===== config.mk =====
export PLATFORM = sky130hd
export DESIGN_NAME = timer_counter
export DESIGN_NICKNAME = d
export VERILOG_FILES = /design/src/rtl/timer_counter.sv
export SDC_FILE = /design/constraint.sdc
export NUM_CORES = 1
export LEC_CHECK = 0
export ABC_AREA = 1
export CORE_AREA = 5 5 153 125
export DETAILED_ROUTE_END_ITERATION = 12
export DIE_AREA = 0 0 158 130
export PLACE_DENSITY = 0.54
export REMOVE_ABC_BUFFERS = 1
export SYNTH_ARGS = -nofsm -noshare
export SYNTH_HDL_FRONTEND = slang
export SYNTH_SLANG_ARGS = --single-unit
export TNS_END_PERCENT = 100

===== constraint.sdc =====
create_clock -name clk -period 2.3 [get_ports clk]
set_input_delay 0.46 -clock clk [delete_from_list [all_inputs] [get_ports clk]]
set_output_delay 0.46 -clock clk [all_outputs]
set_load 0.005 [all_outputs]

===== src/rtl/timer_counter.sv =====
// Memory-mapped countdown timer with one-shot and auto-reload modes.
// It drives one interrupt request line into the CP0 hardware interrupt vector.
module timer_counter #(
    parameter logic [31:0] PRESET_INIT = 32'h0000_0000
) (
    input  logic        clk,
    input  logic        reset,
    input  logic [1:0]  addr,
    input  logic        we,
    input  logic [31:0] wdata,
    output logic [31:0] rdata,
    output logic        irq
);

    localparam logic [1:0] ADDR_CTRL   = 2'd0;
    localparam logic [1:0] ADDR_PRESET = 2'd1;
    localparam logic [1:0] ADDR_COUNT  = 2'd2;

    typedef enum logic [1:0] {
        IDLE = 2'd0,
        LOAD = 2'd1,
        CNT  = 2'd2,
        INT  = 2'd3
    } state_t;

    state_t      state, state_nx;
    logic        ctrl_en;
    logic [1:0]  ctrl_mode;
    logic        ctrl_im;
    logic [31:0] preset;
    logic [31:0] count;
    logic        irq_flag;

    logic ctrl_wr;
    logic preset_wr;
    logic reload;
    logic load_cnt;
    logic dec_cnt;
    logic zero_cnt;
    logic clr_en;
    logic set_flag;

    assign ctrl_wr   = we && (addr == ADDR_CTRL);
    assign preset_wr = we && (addr == ADDR_PRESET);
    // MODE 1x falls back to one-shot
    assign reload    = (ctrl_mode == 2'b01);

    always_comb begin
        state_nx = state;
        load_cnt = 1'b0;
        dec_cnt  = 1'b0;
        zero_cnt = 1'b0;
        clr_en   = 1'b0;
        set_flag = 1'b0;
        case (state)
            IDLE: begin
                if (ctrl_en) state_nx = LOAD;
            end
            LOAD: begin
                load_cnt = 1'b1;
                state_nx = CNT;
            end
            CNT: begin
                if (!ctrl_en) begin
                    state_nx = IDLE;
                end else if (count > 32'd1) begin
                    dec_cnt = 1'b1;
                end else begin
                    zero_cnt = 1'b1;
                    set_flag = !reload;
                    state_nx = INT;
                end
            end
            INT: begin
                if (reload) begin
                    state_nx = LOAD;
                end else begin
                    clr_en   = 1'b1;
                    state_nx = IDLE;
                end
            end
            default: state_nx = IDLE;
        endcase
    end

    always_ff @(posedge clk or negedge reset) begin
        if (!reset) begin
            state     <= IDLE;
            ctrl_en   <= 1'b0;
            ctrl_mode <= 2'b00;
            ctrl_im   <= 1'b0;
            preset    <= PRESET_INIT;
            count     <= 32'd0;
            irq_flag  <= 1'b0;
        end else begin
            state <= state_nx;
            if (preset_wr) preset <= wdata;
            // A software CTRL write overrides the one-shot EN auto-clear
            if (ctrl_wr) begin
                ctrl_en   <= wdata[0];
                ctrl_mode <= wdata[2:1];
                ctrl_im   <= wdata[3];
            end else if (clr_en) begin
                ctrl_en <= 1'b0;
            end
            if (load_cnt)      count <= preset;
            else if (dec_cnt)  count <= count - 32'd1;
            else if (zero_cnt) count <= 32'd0;
            if (set_flag)      irq_flag <= 1'b1;
            else if (ctrl_wr)  irq_flag <= 1'b0;
        end
    end

    always_comb begin
        rdata = 32'd0;
        case (addr)
            ADDR_CTRL:   rdata = {28'd0, ctrl_im, ctrl_mode, ctrl_en};
            ADDR_PRESET: rdata = preset;
            ADDR_COUNT:  rdata = count;
            default:     rdata = 32'd0;
        endcase
    end

    assign irq = ctrl_im & (irq_flag | ((state == INT) & reload));

endmodule


==> results of run 1 <==
metrics by stage:
stage / area (um^2) / TNS [ns]
detailed placement: 5350 / -9.20
finish: 5700 / 0
global placement: 5350 / -9.26
global route: 5700 / 0
CTS: 5640 / -3.12
floorplan: 4190 / -6.26
power by group:
part | internal [uW] | total [uW] | switching, uW
clock network | 836 | 1340 | 507
registers | 1650 | 2140 | 490
logic | 975 | 2560 | 1580
total | 3460 | 6040 | 2580
Yosys cell counts, types with 3 or more instances:
library cell	number
nand2_1	168
dfrtp_1	71
nor2_1	71
inv_1	59
nand3_1	39
o21ai_0	33
mux2_2	18
xor2_1	13
a21oi_1	12
nand4_1	12
clkbuf_1	11
a22oi_1	10
nand3_2	9
o22ai_1	9
nand2_2	5
nor2_2	5
nor2_4	5
buf_2	4
nor3_1	3
o211ai_1	3
worst register-to-register path: stages (launching register included):
cell and delay, ns:
dfrtp_1 0.39, inv_1 0.14, ha_1 0.36, nand2_8 0.10, nor2_2 0.24, nand2_1 0.15
nor2_1 0.16, xor2_1 0.16, nand2_1 0.07, nand2_1 0.05
cell type report:
| type | instances | area, um^2 |
|---|---|---|
| multi-input combinational | 423 | 2220 |
| fill | 1847 | 11600 |
| tap | 225 | 282 |
| inverter | 60 | 225 |
| clock inverter | 1 | 30.0 |
| clock buffer | 14 | 244 |
| timing repair buffer | 92 | 921 |
| sequential | 71 | 1780 |
registers in the layout (all words and copies together), names as in the netlist:
register / cells
preset: 32
ctrl_mode: 2
ctrl_en: 1
state: 2
count: 32
irq_flag: 1
ctrl_im: 1
what timing repair did:
item / in CTS / in global routing
setup buffers: 2 / 3
endpoints found under the setup margin: 32 / 27
resized for setup: 35 / 29
pin swaps: 0 / 0
path summary, 6_finish.rpt:
| check | start | to | depth (start not counted) |
|---|---|---|---|
| worst max-delay path | addr[1] | rdata[31] | 6 |
| worst min-delay path | reset | ctrl_im | 2 |
| worst max register to register | count[0] | count[30] | 9 |
| worst min register to register | irq_flag | irq_flag | 2 |
| max in group asynchronous | reset | count[19] | 2 |
| min in group clk | irq_flag | irq_flag | 2 |
placed cells by master, fill, tap and decap left out, types with 10 or more instances in the layout:
| cell | instances |
|---|---|
| nand3_1 | 39 |
| a21oi_1 | 12 |
| dlygate4sd2_1 | 10 |
| dlymetal6s2s_1 | 12 |
| inv_1 | 58 |
| dfrtp_1 | 71 |
| nand2_1 | 167 |
| a22oi_1 | 10 |
| xor2_1 | 13 |
| o21ai_0 | 26 |
| nand4_1 | 12 |
| buf_4 | 16 |
| clkdlybuf4s50_1 | 38 |
| nor2_1 | 69 |
| mux2_2 | 18 |
routing by layer:
metal	GRT usage, %	share of wire, %	up-vias
met5	0	0	-
met4	4.96	1.9	0
met3	2.29	4.7	15
met2	19.3	41	91
met1	20.1	52	1862
li1	-	-	2028
kinds of logic (layout without fill, tap and decap cells):
logic type,Yosys count,in the layout,share of synthesized area (%)
xor gates and xnor gates,13,13,2.66
adders and majority gates,2,2,0.585
muxes,18,18,4.74
buffers and inverters,77,167,7.31
and+or+nand+nor,319,319,33.2
DFF,71,71,41.5
AOI/OAI and AO/OA,71,71,9.92
==> run metrics, run 1 <==
hold slack 0.141 ns; hold bufs inserted after CTS 0; CP Capture Type output pin; crit path max fanout 10; GR Overflow Total 0; Nets around 700; routed wire length per instance 14.8 um; final setup vio count 0; clock sinks 71; final worst path period share 95.3%; Min-Delay Path Class input pin to asynchronous set/reset pin; TritonCTS clock tree done; post-synth top area share 41.5%; top post-synthesis cells by area dfrtp_1 42%, nand2_1 15%, nor2_1 6.2%; # IOs 70; sequential share of the synthesized area 41.5%; pwr dens 1060 mW/mm^2; Tot GR Track Use 13.4%; Max IR drop VDD about 0.44 mV; # rows 43; Longest Clk Path Bufs 2; Worst EP required between 1.5 and 2 ns; Final HPWL DP 10100 um; CTS H-tree depth 3; Area Overhead vs Synth 33.2%; Post-Layout Cell Count 886; # DRC 0; Clk Latency, worst-skew pair approximately 0.34 ns; Mapped Cells between 500 and 600; Pins Over Slew Limit 0; P_leak 0.00271 uW; CP Data Arrival Time 1.73 ns; Pwr Total 6040 uW; RePlAce Congestion approximately 0.91; pre-CTS setup slack -0.367 ns; Post-Route Skew just under 0.008 ns; Largest stage delay, worst path about 0.53 ns; Yosys reg bits 71; antenna cells 0; largest area contributor in the netlist dfrtp_1; Worst-path clk slew ~0.050 ns; setup ws final between 0.1 and 0.15 ns; status finished, final reports clean; final WL ~13000 um; largest net degree at the start of global routing 72; final core area utilization 33.0%; relative slew slack roughly 73%; CP startpoint kind input pin; Post-synth EDFFs 0; Worst Path Buf+Inv 3; initial antenna violation count 0; Root Driver clkbuf_16; DIE WIDTH 158 um; Initial Util around 25%; first-pass GRT wire length between 20000 and 25000 um; antenna-violating nets left 0; unrepaired setup endpoints after global routing false; Post-Syn Area per Cell ~7.5 um^2; core area roughly 0.017 mm^2; via/cell ratio 4.51; maxcap violations 0; I/O Buffers 69; die area about 0.02 mm^2; layout cells sized above 1 about 14%; Post-synth ARST share 100%; vias in the first global route 4050; Crit path max-delay family buffers and inverters; Die Y 130 um; cts bufs inserted 9; First-pass DRT Iterations 6; ys flop type dfrtp_1; starting DRC count in detailed routing 232; Cell Count Post-Placement 866; Slew @ Worst Pin 0.400 ns; post-synthesis cell type count 29; post-synthesis cell area 0.00428 mm^2; CP Cell Sequence clkdlybuf4s15_1 > nor2_4 > buf_8 > nand2_1 > o21ai_1 > clkdlybuf4s50_1; Max Clk Rate 456 MHz; via count 3996; Critical-path top delay cell clkdlybuf4s50_1; Worst R2R Setup Slack 0.42 ns; yosys warns 0; WS Path Type input pin to output pin; final number of hold-violating endpoints 0; crit path time final 2.19 ns
Note: power is estimated with default switching activity, not from simulation.
==> inputs of run 2 (changes only) <==
--- a/config.mk
+++ b/config.mk
@@ -7,9 +7,10 @@
 export LEC_CHECK = 0
 export ABC_AREA = 1
 export CORE_AREA = 5 5 153 125
+export CTS_BUF_LIST = sky130_fd_sc_hd__clkbuf_4
 export DETAILED_ROUTE_END_ITERATION = 12
 export DIE_AREA = 0 0 158 130
-export PLACE_DENSITY = 0.54
+export PLACE_DENSITY = 0.47
 export REMOVE_ABC_BUFFERS = 1
 export SYNTH_ARGS = -nofsm -noshare
 export SYNTH_HDL_FRONTEND = slang
==> constraint.sdc (replaced) <==
create_clock -name clk -period 2.3 [get_ports clk]
set_input_delay 0.345 -clock clk [delete_from_list [all_inputs] [get_ports clk]]
set_output_delay 0.345 -clock clk [all_outputs]
set_load 0.005 [all_outputs]
==> run metrics, run 2 (synthesis gave the netlist of run 1 again) <==
First-pass DRT Iterations 4 (-2); CP Data Arrival Time 1.93 ns (+0.20 ns); final worst path period share 98.9% (+3.6 points); Cell Count Post-Placement 870 (+0.46%); routed wire length per instance 15.8 um (+6.5%); Die Y 130 um (unchanged); Worst-path clk slew 0.13 ns (+0.08 ns); GR Overflow Total 0 (unchanged); cts bufs inserted 9 (unchanged); # DRC 0 (unchanged); via/cell ratio 4.57 (+1.4%); crit path time final 2.27 ns (+0.0830 ns); initial antenna violation count 0 (unchanged); Post-Route Skew 0.0178 ns (+0.00994 ns); first-pass GRT wire length 21900 um (+1.1%); Crit Reg-Reg Endpoint count[19]; switching share of power 46.6% (+4.0 points); crit path max fanout 15 (+5); Min-Delay Path Class input pin to asynchronous set/reset pin; antenna cells 0 (unchanged); Nets 700 (+0.57%); cell-internal power 2990 uW (-14%); Largest regs count x32, preset x32; Finished Cell Area 0.00556 mm^2 (-2.5%); most frequent cells in the layout 168 x nand2_1, 71 x dfrtp_1, 68 x nor2_1; Initial Util 24.8% (unchanged); pre-CTS setup slack -0.119 ns (+0.249 ns); Sequential Power Share 37.5% (+2.0 points); vias in the first global route 4078 (+0.69%); maxcap violations 0 (unchanged); Fill cells 1878 (+1.7%); setup ws final 0.0261 ns (-0.0830 ns); die area 0.0205 mm^2 (unchanged); CP startpoint kind input pin; DIE WIDTH 158 um (unchanged); via count 4075 (+2.0%); # rows 43 (unchanged); pwr dens 1010 mW/mm^2 (-5.0%); most common cell after layout, fill and taps aside nand2_1; final WL 14100 um (+7.1%); Worst EP required 1.96 ns (+0.12 ns); Worst R2R Setup Slack 0.18 ns (-0.24 ns); RePlAce Congestion 0.873 (-3.7%); critical path launch point addr[0]; Pwr Total 5600 uW (-7.4%); Root Driver clkbuf_4; Tot GR Track Use 13.8% (+0.34 points); layout cells sized above 1 14.0% (-0.26 points); antenna-violating nets left 0 (unchanged); Post-Layout Cell Count 891 (+0.56%); TNS Setup 0 ns (unchanged); Comb power frac 48.0% (+5.7 points); CP Capture Type output pin; Pins Over Slew Limit 0 (unchanged); final setup vio count 0 (unchanged); Clk pwr share 14.5% (-7.7 points); P_leak 0.00257 uW (-5.0%); WS Path Type input pin to output pin; clock sinks 71 (unchanged); unrepaired setup endpoints after global routing true; Clk Latency, worst-skew pair 0.48 ns (+0.14 ns); TritonCTS clock tree done; Longest Clk Path Bufs 2 (unchanged); Area Overhead vs Synth 29.9%; I/O Buffers 69 (unchanged); largest net degree at the start of global routing 72 (unchanged); core area 0.0173 mm^2 (unchanged); placed inst area 0.00536 mm^2 (+0.33%); Final HPWL DP 10100 um (about the same); final number of hold-violating endpoints 0 (unchanged); RR Startpoint count[0]; status finished, final reports clean; Net Sw Power 2610 uW (+1.2%); Max IR drop VDD 0.323 mV (-27%); CTS H-tree depth 3 (unchanged); # IOs 70 (unchanged); Max Clk Rate 440 MHz (-3.6%); Reg2Reg Depth 9 (unchanged); relative slew slack 32.3% (-41 points); starting DRC count in detailed routing 220 (-5.2%); Slew @ Worst Pin 1.01 ns (+0.610 ns)
==> run 2: worst max-delay path, stage by stage <==
cell and delay (ns):
clkdlybuf4s50_1 0.44, inv_2 0.11, nand2_1 0.08, buf_4 0.21, o221ai_1 0.19, clkdlybuf4s50_1 0.53
==> run 2: timing repair <==
item                                    CTS  global route
hold endpoints to repair                 71             0
endpoints found under the setup margin   27            42
resized for setup                        27            12
gates cloned                              0             2
setup buffers                             0             2
pin swaps                                 1             1
hold buffers                              1             0
==> run 2: per-layer routing <==
metal	vias to the layer above	routed length [um]	global-route usage, %
met5	-	0	0
met4	0	127	3.31
li1	2040	-	-
met2	87	6000	21.1
met3	9	670	3.55
met1	1939	7260	19.5
==> run 2: power by group through the flow <==
stage | logic (uW) | clock network, uW | registers, uW
after floorplan | 1760 | 0 | 1980
after global placement | 2700 | 0 | 2110
after detailed placement | 2730 | 0 | 2130
after CTS | 2700 | 846 | 2100
after global routing | 3050 | 893 | 2170
final | 2690 | 810 | 2100
==> run 2: stage by stage <==
step / hold WS (ns) / util (%)
final: 0.373 / 32.2
after global placement: 0.418 / 31.1
after CTS: 0.406 / 31.8
after floorplan: 0.0494 / -
after global routing: 0.429 / 32.2
after detailed placement: 0.416 / 31.1
==> run 2: final cells by class <==
type | count | area [um^2] | area share (%)
Clock buffer | 9 | 67.6 | 1.22
Clock inverter | 7 | 63.8 | 1.15
Inverter | 60 | 226 | 4.08
Multi-Input combinational cell | 424 | 2210 | 39.8
Sequential cell | 71 | 1780 | 32.0
Tap cell | 225 | 282 | 5.07
Timing Repair Buffer | 95 | 930 | 16.7
==> run 2: how the worst max path moves through the flow <==
| stage | end | slack (ns) | cells after the start |
|---|---|---|---|
| final | rdata[3] | 0.03 | 6 |
| after global routing | rdata[3] | -0.06 | 6 |
| after CTS | rdata[26] | 0.0002 | 7 |
| after detailed placement | rdata[24] | -0.12 | 6 |
| after global placement | rdata[24] | -0.15 | 6 |
| after floorplan | count[12] | -0.27 | 4 |
